--- config.mk ---
export PLATFORM = sky130hd
export DESIGN_NAME = fifo_interface_buffer
export DESIGN_NICKNAME = d
export VERILOG_FILES = /design/src/rtl/fifo_interface_buffer.sv
export SDC_FILE = /design/constraint.sdc
export NUM_CORES = 1
export LEC_CHECK = 0
export BUFFER_PORTS_ARGS = -buffer_cell sky130_fd_sc_hd__buf_2
export CORE_MARGIN = 4
export CORE_UTILIZATION = 50
export CTS_CLUSTER_DIAMETER = 30
export DETAILED_ROUTE_END_ITERATION = 10
export PLACE_DENSITY_LB_ADDON = 0.25
export SLEW_MARGIN = 25
export SYNTH_ARGS = -nofsm -noshare
export SYNTH_HDL_FRONTEND = slang
export SYNTH_SLANG_ARGS = --single-unit
--- constraint.sdc ---
create_clock -name clk -period 7.9 [get_ports clk]
set_input_delay 0.395 -clock clk [delete_from_list [all_inputs] [get_ports clk]]
set_output_delay 0.395 -clock clk [all_outputs]
set_load 0.01 [all_outputs]
--- src/rtl/fifo_interface_buffer.sv ---
// First-word-fall-through synchronous FIFO with ready/enable handshakes on both sides.
// Flags come from stored state only, so there is no combinational path from one side to the other.
module fifo_interface_buffer #(
  parameter int num_bits  = 16,
  parameter int log_depth = 4
) (
  input  logic                clk,
  input  logic                reset,
  input  logic                in_enable,
  input  logic [num_bits-1:0] in_data,
  output logic                in_ready,
  output logic                out_enable,
  output logic [num_bits-1:0] out_data,
  input  logic                out_ready,
  output logic [log_depth:0]  count
);
  localparam int DEPTH = 1 << log_depth;
  localparam logic [log_depth:0] FULL_CNT = (log_depth + 1)'(DEPTH);

  logic [num_bits-1:0]  mem_q [DEPTH];
  logic [log_depth-1:0] wr_ptr_q, wr_ptr_d;
  logic [log_depth-1:0] rd_ptr_q, rd_ptr_d;
  logic [log_depth:0]   count_q, count_d;
  logic                 wr_fire, rd_fire;

  assign in_ready   = (count_q != FULL_CNT);
  assign out_enable = (count_q != '0);
  assign out_data   = mem_q[rd_ptr_q];
  assign count      = count_q;

  always_comb begin
    wr_fire  = in_ready && in_enable;
    rd_fire  = out_enable && out_ready;
    wr_ptr_d = wr_ptr_q;
    rd_ptr_d = rd_ptr_q;
    count_d  = count_q;
    if (wr_fire) wr_ptr_d = wr_ptr_q + log_depth'(1);
    if (rd_fire) rd_ptr_d = rd_ptr_q + log_depth'(1);
    case ({wr_fire, rd_fire})
      2'b10:   count_d = count_q + (log_depth + 1)'(1);
      2'b01:   count_d = count_q - (log_depth + 1)'(1);
      default: count_d = count_q;
    endcase
  end

  always_ff @(posedge clk) begin
    if (reset) begin
      wr_ptr_q <= '0;
      rd_ptr_q <= '0;
      count_q  <= '0;
    end else begin
      wr_ptr_q <= wr_ptr_d;
      rd_ptr_q <= rd_ptr_d;
      count_q  <= count_d;
    end
  end

  // Storage is intentionally left uncleared by reset; only the pointers define validity.
  always_ff @(posedge clk) begin
    if (wr_fire && !reset) mem_q[wr_ptr_q] <= in_data;
  end
endmodule

==> flow_metrics.tcl, run 1 <==
set metrics [dict create \
    die_area_um2 23500 \
    core_area_um2 20500 \
    async_reset_ff_frac 0 \
    dpl.cell_count 816 \
    final_nets 623 \
    clkPwrFrac 0.470 \
    grt_setup_unrepaired "false" \
    via_per_inst 5.71 \
    clock_latency_ps 530 \
    comb_power_share 0.125 \
    die_w_um 153 \
    p_per_area_nw_per_um2 324 \
    status "completed" \
    synth_top_area_share 0.729 \
    tritoncts "yes" \
    r2r-start "count[0]$_SDFFE_PP0P_" \
    root_buffer "clkbuf_16" \
    sw_frac_of_total 0.240 \
    vias 5133 \
    synth_area_leaders "edfxtp_1 (73%), mux4_2 (14%), dfxtp_1 (3.2%)" \
    hold_viol 0 \
    grt_first_pass_wirelength_um 32600 \
    numClockSinks 273 \
    slew_violations 0 \
    clk_path_buf_depth 3 \
    ctsHtreeMaxLevel 2 \
    dr.pass1.iters 4 \
    r2r_cells 10 \
    start_kind "register" \
    crit_arrival_ps 3130 \
    fmax_mhz 284 \
    peakVddDrop_mv 0.208 \
    grt_pass1_vias 5646 \
    synth_edf_count 256 \
    gp_congestion 0.754 \
    avgSynthCellArea_um2 20.7 \
    worst_pin_slew_ps 978 \
    ys.flop_type "edfxtp_1" \
    drc 0 \
    yosysTopAreaCell "edfxtp_1" \
    hpwl_um 11400 \
    drv_cap 0 \
    syn_to_final_growth_pct 20.2 \
    post_cts_buffers 0 \
    fin_crit_sh 0.446 \
    cts_resized 0 \
    yosys_register_bits 273 \
    reg2reg_slack_ps 4830 \
    path_class "register to output pin" \
    drive_above_1_share 0.356 \
    hold_buffers 0 \
    intPower_uw 3120 \
    wl_per_cell_um 23.5 \
    fillers 1445 \
    wl_um 21100 \
    initial_core_util 0.514 \
    power.switching_uw 984 \
    netlist_area_um2 10500 \
    ant_nets 0 \
    r2r_end "count[4]$_SDFFE_PP0P_" \
    place.port_buffers 42 \
    finalSetupViolations 0 \
    antenna_found_initial 1 \
    pin_count 43 \
    grt_usage 0.183 \
    grt_max_degree 65 \
    crit_path_max_fanout 40 \
    final_cells 899 \
    synth_common_cells "edfxtp_1 (256), mux4_2 (64), nor2_1 (38), a22oi_1 (32), nand2_1 (24)" \
    hp-class "input port to register" \
    cts_buffers 45 \
    grt_overflow_total 0 \
    holdPathEnd "mem_q[7][2]$_DFFE_PP_" \
    total_power_uw 4110 \
    slew_headroom 0.348 \
    leakage_uw 0.00423 \
    end_kind "output pin" \
    syn_inst 510 \
    period_needed_ps 3530 \
    yosys_warnings 0 \
    seq_area_frac_synth 0.762 \
    crit_required_ps 7510 \
    fp.dieH_um 153 \
    antenna_cells 0 \
    path_clk_slew_ps 50 \
    hold_depth 1 \
    fin_setup_tns_ps 0 \
    rows 52 \
    syn_nets 540 \
    p_seq_frac 0.405 \
    hold_start "in_data[2]" \
    drt-initial-drc-count 397 \
    fin_skew_ps 12.7 \
    yosysMostFrequentCell "edfxtp_1" \
    synth.distinct_cells 34 \
]
## logic make-up (layout without fill, tap and decap cells)
logic type                 Yosys count  in the layout  synth area share
adders and majority gates           10             10            0.0126
xor gates and xnor gates             7              7           0.00582
buffers and inverters               33            152            0.0155
AOI/OAI and AO/OA                   42             42            0.0316
DFF                                273            273             0.762
and+or+nand+nor                     76             76            0.0312
muxes                               69             69             0.142
## through the flow
stage	instance area [µm²]	setup slack, ps	util	hold WS (ps)
2_1_floorplan	10500	5180	-	485
3_3_place_gp	11100	4860	0.544	510
3_5_place_dp	11200	4830	0.544	557
4_1_cts	12700	4280	0.618	220
5_1_grt	12700	4120	0.618	234
6_report	12700	4370	0.618	239
## metal layers
| layer | routed length, µm | up-vias | global-route usage |
|---|---|---|---|
| met5 | 13 | - | 0 |
| met4 | 368 | 2 | 0.0488 |
| met3 | 1560 | 37 | 0.0526 |
| met2 | 10700 | 163 | 0.306 |
| met1 | 8460 | 2664 | 0.239 |
| li1 | - | 2267 | - |
## how the worst max path moves through the flow
stage	from	to	cells past startpoint
2_1_floorplan	count[0]$_SDFFE_PP0P_	count[4]$_SDFFE_PP0P_	10
5_1_grt	register	out_data[1]	5
3_5_place_dp	register	out_data[1]	5
3_3_place_gp	register	out_data[0]	5
4_1_cts	register	out_data[1]	5
6_report	register	out_data[1]	5
## final cells by class
class,instances,area (µm²),area share
clock buffers,49,1140,0.0900
inverters,8,30.0,0.00237
well taps,270,338,0.0267
repair buffers,61,353,0.0278
clock inverters,34,382,0.0301
multi-input cells,204,2400,0.189
flip-flops and latches,273,8030,0.634
## critical path, stage by stage, from the launching register on
cell and delay [ps]:
dfxtp_4 670, buf_4 740, mux4_2 610, a22oi_1 230, nand2_1 150, buf_2 170
## placed cells by master (no fill, tap or decap), types with 2 or more instances in the layout
| master | count |
|---|---|
| o211ai_1 | 2 |
| clkinv_1 | 5 |
| nor2_2 | 14 |
| clkbuf_16 | 45 |
| buf_4 | 19 |
| buf_2 | 42 |
| mux2i_1 | 3 |
| a21oi_1 | 4 |
| clkinv_4 | 3 |
| clkinv_2 | 8 |
| edfxtp_1 | 256 |
| nor4_1 | 2 |
| ha_1 | 9 |
| nor2b_1 | 3 |
| nand2b_1 | 2 |
| mux4_2 | 64 |
| bufinv_16 | 6 |
| inv_1 | 8 |
| nand2_1 | 24 |
| clkinvlp_4 | 2 |
| or3_1 | 2 |
| inv_6 | 8 |
| a22oi_1 | 32 |
| nor2_1 | 22 |
| dfxtp_1 | 15 |
| mux2_2 | 2 |
| xor2_1 | 6 |
| clkbuf_1 | 4 |
| nor2_4 | 2 |
## registers in the layout (all words and copies together) (netlist names), named ones only
name	cells
rd_ptr_q	4
mem_q	256
count	5
wr_ptr_q	4
## power groups by stage
stage	sequential, µW	combinational [µW]	clock (µW)
after detailed placement	1690	520	0
after CTS	1670	521	1960
after global placement	1690	500	0
final	1670	513	1930
after global routing	1670	563	2040
after floorplan	1670	401	0
Note: power is estimated with default switching activity, not from simulation.
==> inputs of run 2 (changes only) <==
Clock period 7.9 ns to 3.3 ns, I/O delays scaled along.
==> flow_metrics.tcl, run 2 (synthesized netlist as in run 1, its figures left out) <==
set metrics [dict create \
    drv_cap 0 \
    peakVddDrop_mv 0.683 \
    cts_buffers 48 \
    fp.dieH_um 153 \
    final_util 0.624 \
    worst_pin_slew_ps 917 \
    hpwl_um 12000 \
    p_seq_frac 0.399 \
    die_w_um 153 \
    final_cell_mix "edfxtp_1 (256), mux4_2 (64), clkbuf_16 (49)" \
    hp-class "input port to register" \
    power.switching_uw 2270 \
    grt_setup_unrepaired "false" \
    path_clk_slew_ps 50 \
    pin_count 43 \
    finalSetupViolations 0 \
    largest_reg_flops 256 \
    syn_to_final_growth_pct 21.4 \
    drt-initial-drc-count 381 \
    dpl.cell_count 819 \
    grt_usage 0.191 \
    holdPathEnd "mem_q[9][12]$_DFFE_PP_" \
    antenna_cells 0 \
    slew_headroom 0.389 \
    ctsHtreeMaxLevel 2 \
    root_buffer "clkbuf_16" \
    r2r-start "count[0]$_SDFFE_PP0P_" \
    fin_setup_tns_ps 0 \
    drive_above_1_share 0.353 \
    sw_frac_of_total 0.227 \
    hold_depth 1 \
    dr.pass1.iters 4 \
    comb_power_share 0.125 \
    path_class "register to register" \
    intPower_uw 7720 \
    r2r_end "count[4]$_SDFFE_PP0P_" \
    crit_required_ps 3700 \
    end_kind "register" \
    reg2reg_slack_ps 210 \
    crit_arrival_ps 3500 \
    fmax_mhz 323 \
    core_area_um2 20500 \
    vias 5323 \
    wl_per_cell_um 24.0 \
    hold_slack_ps 12.6 \
    antenna_found_initial 1 \
    start_kind "register" \
    final_cells 905 \
    final_nets 632 \
    grt_pass1_vias 5684 \
    r2r_cells 10 \
    place.port_buffers 42 \
    leakage_uw 0.00428 \
    clock_latency_ps 530 \
    wl_um 21700 \
    top_register "mem_q" \
    die_area_um2 23500 \
    final_common_cell "edfxtp_1" \
    p_per_area_nw_per_um2 780 \
    post_cts_buffers 0 \
    rows 52 \
    numClockSinks 273 \
    slew_violations 0 \
    hold_viol 0 \
    cp-startpoint "count[0]$_SDFFE_PP0P_" \
    via_per_inst 5.88 \
    period_needed_ps 3090 \
    cts_resized 0 \
    drc 0 \
    ant_nets 0 \
    grt_overflow_total 0 \
    fillers 1411 \
    clkPwrFrac 0.476 \
    fin_crit_sh 0.938 \
    initial_core_util 0.514 \
    grt_first_pass_wirelength_um 33600 \
    fin_skew_ps 13.7 \
    crit_path_max_fanout 7 \
    grt_max_degree 65 \
    tritoncts "yes" \
    status "completed" \
    gp_congestion 0.732 \
    clk_path_buf_depth 3 \
    hold_start "in_data[12]" \
]
==> run 2: area by class of cell <==
cell class | count | area [µm²] | area share
multi-input cells | 204 | 2390 | 0.187
well taps | 270 | 338 | 0.0264
inverters | 8 | 30.0 | 0.00235
clock inverters | 27 | 319 | 0.0249
clock buffers | 56 | 1250 | 0.0979
flip-flops and latches | 273 | 8030 | 0.628
repair buffers | 67 | 430 | 0.0336
==> run 2: stage by stage <==
step	instance area [µm²]	worst slack, ps	power, µW
floorplan	10500	578	4960
global placement	11200	369	5260
detailed placement	11200	250	5310
CTS	12800	196	10100
global route	12800	26.7	10400
finish	12800	205	9980
==> run 2: worst max-delay path by stage <==
stage	endpoint	slack, ps	depth (start not counted)
after detailed placement	count[4]$_SDFFE_PP0P_	250	10
after floorplan	count[4]$_SDFFE_PP0P_	580	10
after global placement	count[4]$_SDFFE_PP0P_	370	10
after global routing	count[4]$_SDFFE_PP0P_	30	10
after CTS	count[4]$_SDFFE_PP0P_	200	10
final	count[4]$_SDFFE_PP0P_	210	10
==> run 2: timing repair <==
action	in CTS	in global routing
hold buffers	3	0
endpoints found under the setup margin	0	0
endpoints found under the hold margin	26	0
==> run 2: power groups by stage <==
stage | clock [µW] | sequential, µW | combinational (µW)
after floorplan | 0 | 4000 | 960
after global placement | 0 | 4040 | 1220
after detailed placement | 0 | 4050 | 1260
after CTS | 4820 | 3990 | 1270
after global routing | 5020 | 4000 | 1370
final | 4760 | 3980 | 1240
==> run 2: critical path, cell delays in order, from the launching register on <==
cell      delay (ps)
dfxtp_1          360
nor4_1           620
a21boi_2         240
inv_1            100
ha_1             240
inv_1            100
fa_1             410
nand2b_1         170
a21oi_1          170
mux2i_1          220
mux2_2           350
==> run 2: routing by layer <==
layer  routed length [µm]  vias to the layer above  share of wire  global-route usage
met5                   20                        -        0.00092                   0
met4                  576                        2          0.027              0.0679
met3                 1290                       53          0.059              0.0455
met2                11200                      189           0.52               0.316
met1                 8600                     2801           0.40               0.250
li1                     -                     2278              -                   -
==> inputs of run 3 (changes only) <==
Settings changed: CORE_MARGIN 4 to 10, CTS_CLUSTER_SIZE set to 28.
==> flow_metrics.tcl, run 3 (synthesized netlist as in run 1, its figures left out) <==
set metrics [dict create \
    status "completed" \
    path_class "register to register" \
    ant_nets 0 \
    fin_setup_tns_ps 0 \
    wl_um 21500 \
    syn_to_final_growth_pct 20.0 \
    rows 53 \
    fp.dieH_um 165 \
    start_kind "register" \
    drv_cap 0 \
    hold_slack_ps 13.5 \
    crit_required_ps 3710 \
    grt_first_pass_wirelength_um 32800 \
    grt_overflow_total 0 \
    antenna_found_initial 2 \
    grt_usage 0.162 \
    slew_headroom 0.366 \
    via_per_inst 5.65 \
    drt-initial-drc-count 466 \
    final_common_cell "edfxtp_1" \
    final_cells 905 \
    crit_path_max_fanout 7 \
    place.port_buffers 42 \
    worst_pin_slew_ps 951 \
    die_area_um2 27300 \
    p_per_area_nw_per_um2 758 \
    cts_buffers 45 \
    crit_arrival_ps 3300 \
    final_cell_mix "edfxtp_1 (256), mux4_2 (64), clkbuf_16 (45)" \
    initial_core_util 0.505 \
    clk_path_buf_depth 3 \
    drc 0 \
    numClockSinks 273 \
    grt_pass1_vias 5457 \
    tritoncts "yes" \
    grt_max_degree 65 \
    fillers 1475 \
    pin_count 43 \
    vias 5111 \
    largest_reg_flops 256 \
    die_w_um 165 \
    top_register "mem_q" \
    leakage_uw 0.00419 \
    fin_skew_ps 9.37 \
    gp_congestion 0.782 \
    drive_above_1_share 0.355 \
    path_clk_slew_ps 60 \
    final_nets 626 \
    ctsHtreeMaxLevel 2 \
    hpwl_um 11400 \
    grt_setup_unrepaired "false" \
    dr.pass1.iters 4 \
    slew_violations 0 \
    clock_latency_ps 520 \
    fmax_mhz 345 \
    hp-class "input port to register" \
    root_buffer "clkbuf_16" \
    wl_per_cell_um 23.8 \
    dpl.cell_count 823 \
    end_kind "register" \
    fin_crit_sh 0.877 \
    period_needed_ps 2890 \
    peakVddDrop_mv 0.534 \
    finalSetupViolations 0 \
    core_area_um2 20900 \
    hold_viol 0 \
]
==> run 3: cell count changes in the layout (fill, tap and decap cells not counted), sizes merged <==
| cell | previous run | this run |
|---|---|---|
| bufinv | 7 | 3 |
| diode | 0 | 1 |
| clkinvlp | 3 | 6 |
| buf | 64 | 63 |
| clkbuf | 56 | 52 |
| inv | 10 | 12 |
| dlygate4sd3 | 3 | 1 |
==> run 3: repair_timing <==
item                                    in CTS  in global routing
endpoints found under the setup margin       0                  1
hold endpoints to repair                    16                  0
buffers inserted                             0                  0
hold buffers                                 1                  0
resized for setup                            0                  1
==> run 3: through the flow <==
stage | utilization | instance area (µm²) | worst slack (ps) | power [µW]
detailed placement | 0.536 | 11200 | 217 | 5320
CTS | 0.605 | 12600 | 193 | 9680
global placement | 0.536 | 11200 | 416 | 5260
finish | 0.606 | 12600 | 405 | 9590
floorplan | - | 10500 | 578 | 4960
global route | 0.605 | 12600 | 117 | 9960
==> run 3: critical path, stage by stage (launching register included) <==
cell and delay (ps):
dfxtp_1 380, nor4_2 460, a21boi_2 200, inv_1 90, ha_1 260, inv_1 100
fa_1 400, nand2b_1 160, a21oi_1 170, mux2i_1 230, mux2_2 340
==> run 3: area by class of cell <==
class | instances | area (µm²) | share of cell area
Antenna cell | 1 | 2.50 | 0.000198
Clock buffer | 52 | 1150 | 0.0911
Clock inverter | 28 | 289 | 0.0228
Inverter | 8 | 30.0 | 0.00237
Multi-Input combinational cell | 204 | 2400 | 0.189
Sequential cell | 273 | 8030 | 0.635
Tap cell | 275 | 344 | 0.0272
Timing Repair Buffer | 64 | 403 | 0.0318
==> run 3: layer usage <==
layer	share of wire	up-vias	GRT usage
met1	0.41	2615	0.209
met3	0.077	57	0.0382
li1	-	2279	-
met4	0.025	2	0.0511
met2	0.49	158	0.267
met5	0.00060	-	0
==> run 3: path summary, 6_finish.rpt <==
path,from,to,slack [ps],depth (start not counted)
hold reg to reg,rd_ptr_q[3]$_SDFFE_PP0P_,register,530,2
hold / removal,in_data[0],mem_q[7][0]$_DFFE_PP_,10,1
setup reg to reg,count[0]$_SDFFE_PP0P_,count[4]$_SDFFE_PP0P_,410,10
setup / recovery,count[0]$_SDFFE_PP0P_,count[4]$_SDFFE_PP0P_,410,10
==> run 3: power by group <==
group | internal [µW] | switching (µW)
clock | 2760 | 1590
sequential | 3880 | 69.1
combinational | 604 | 690
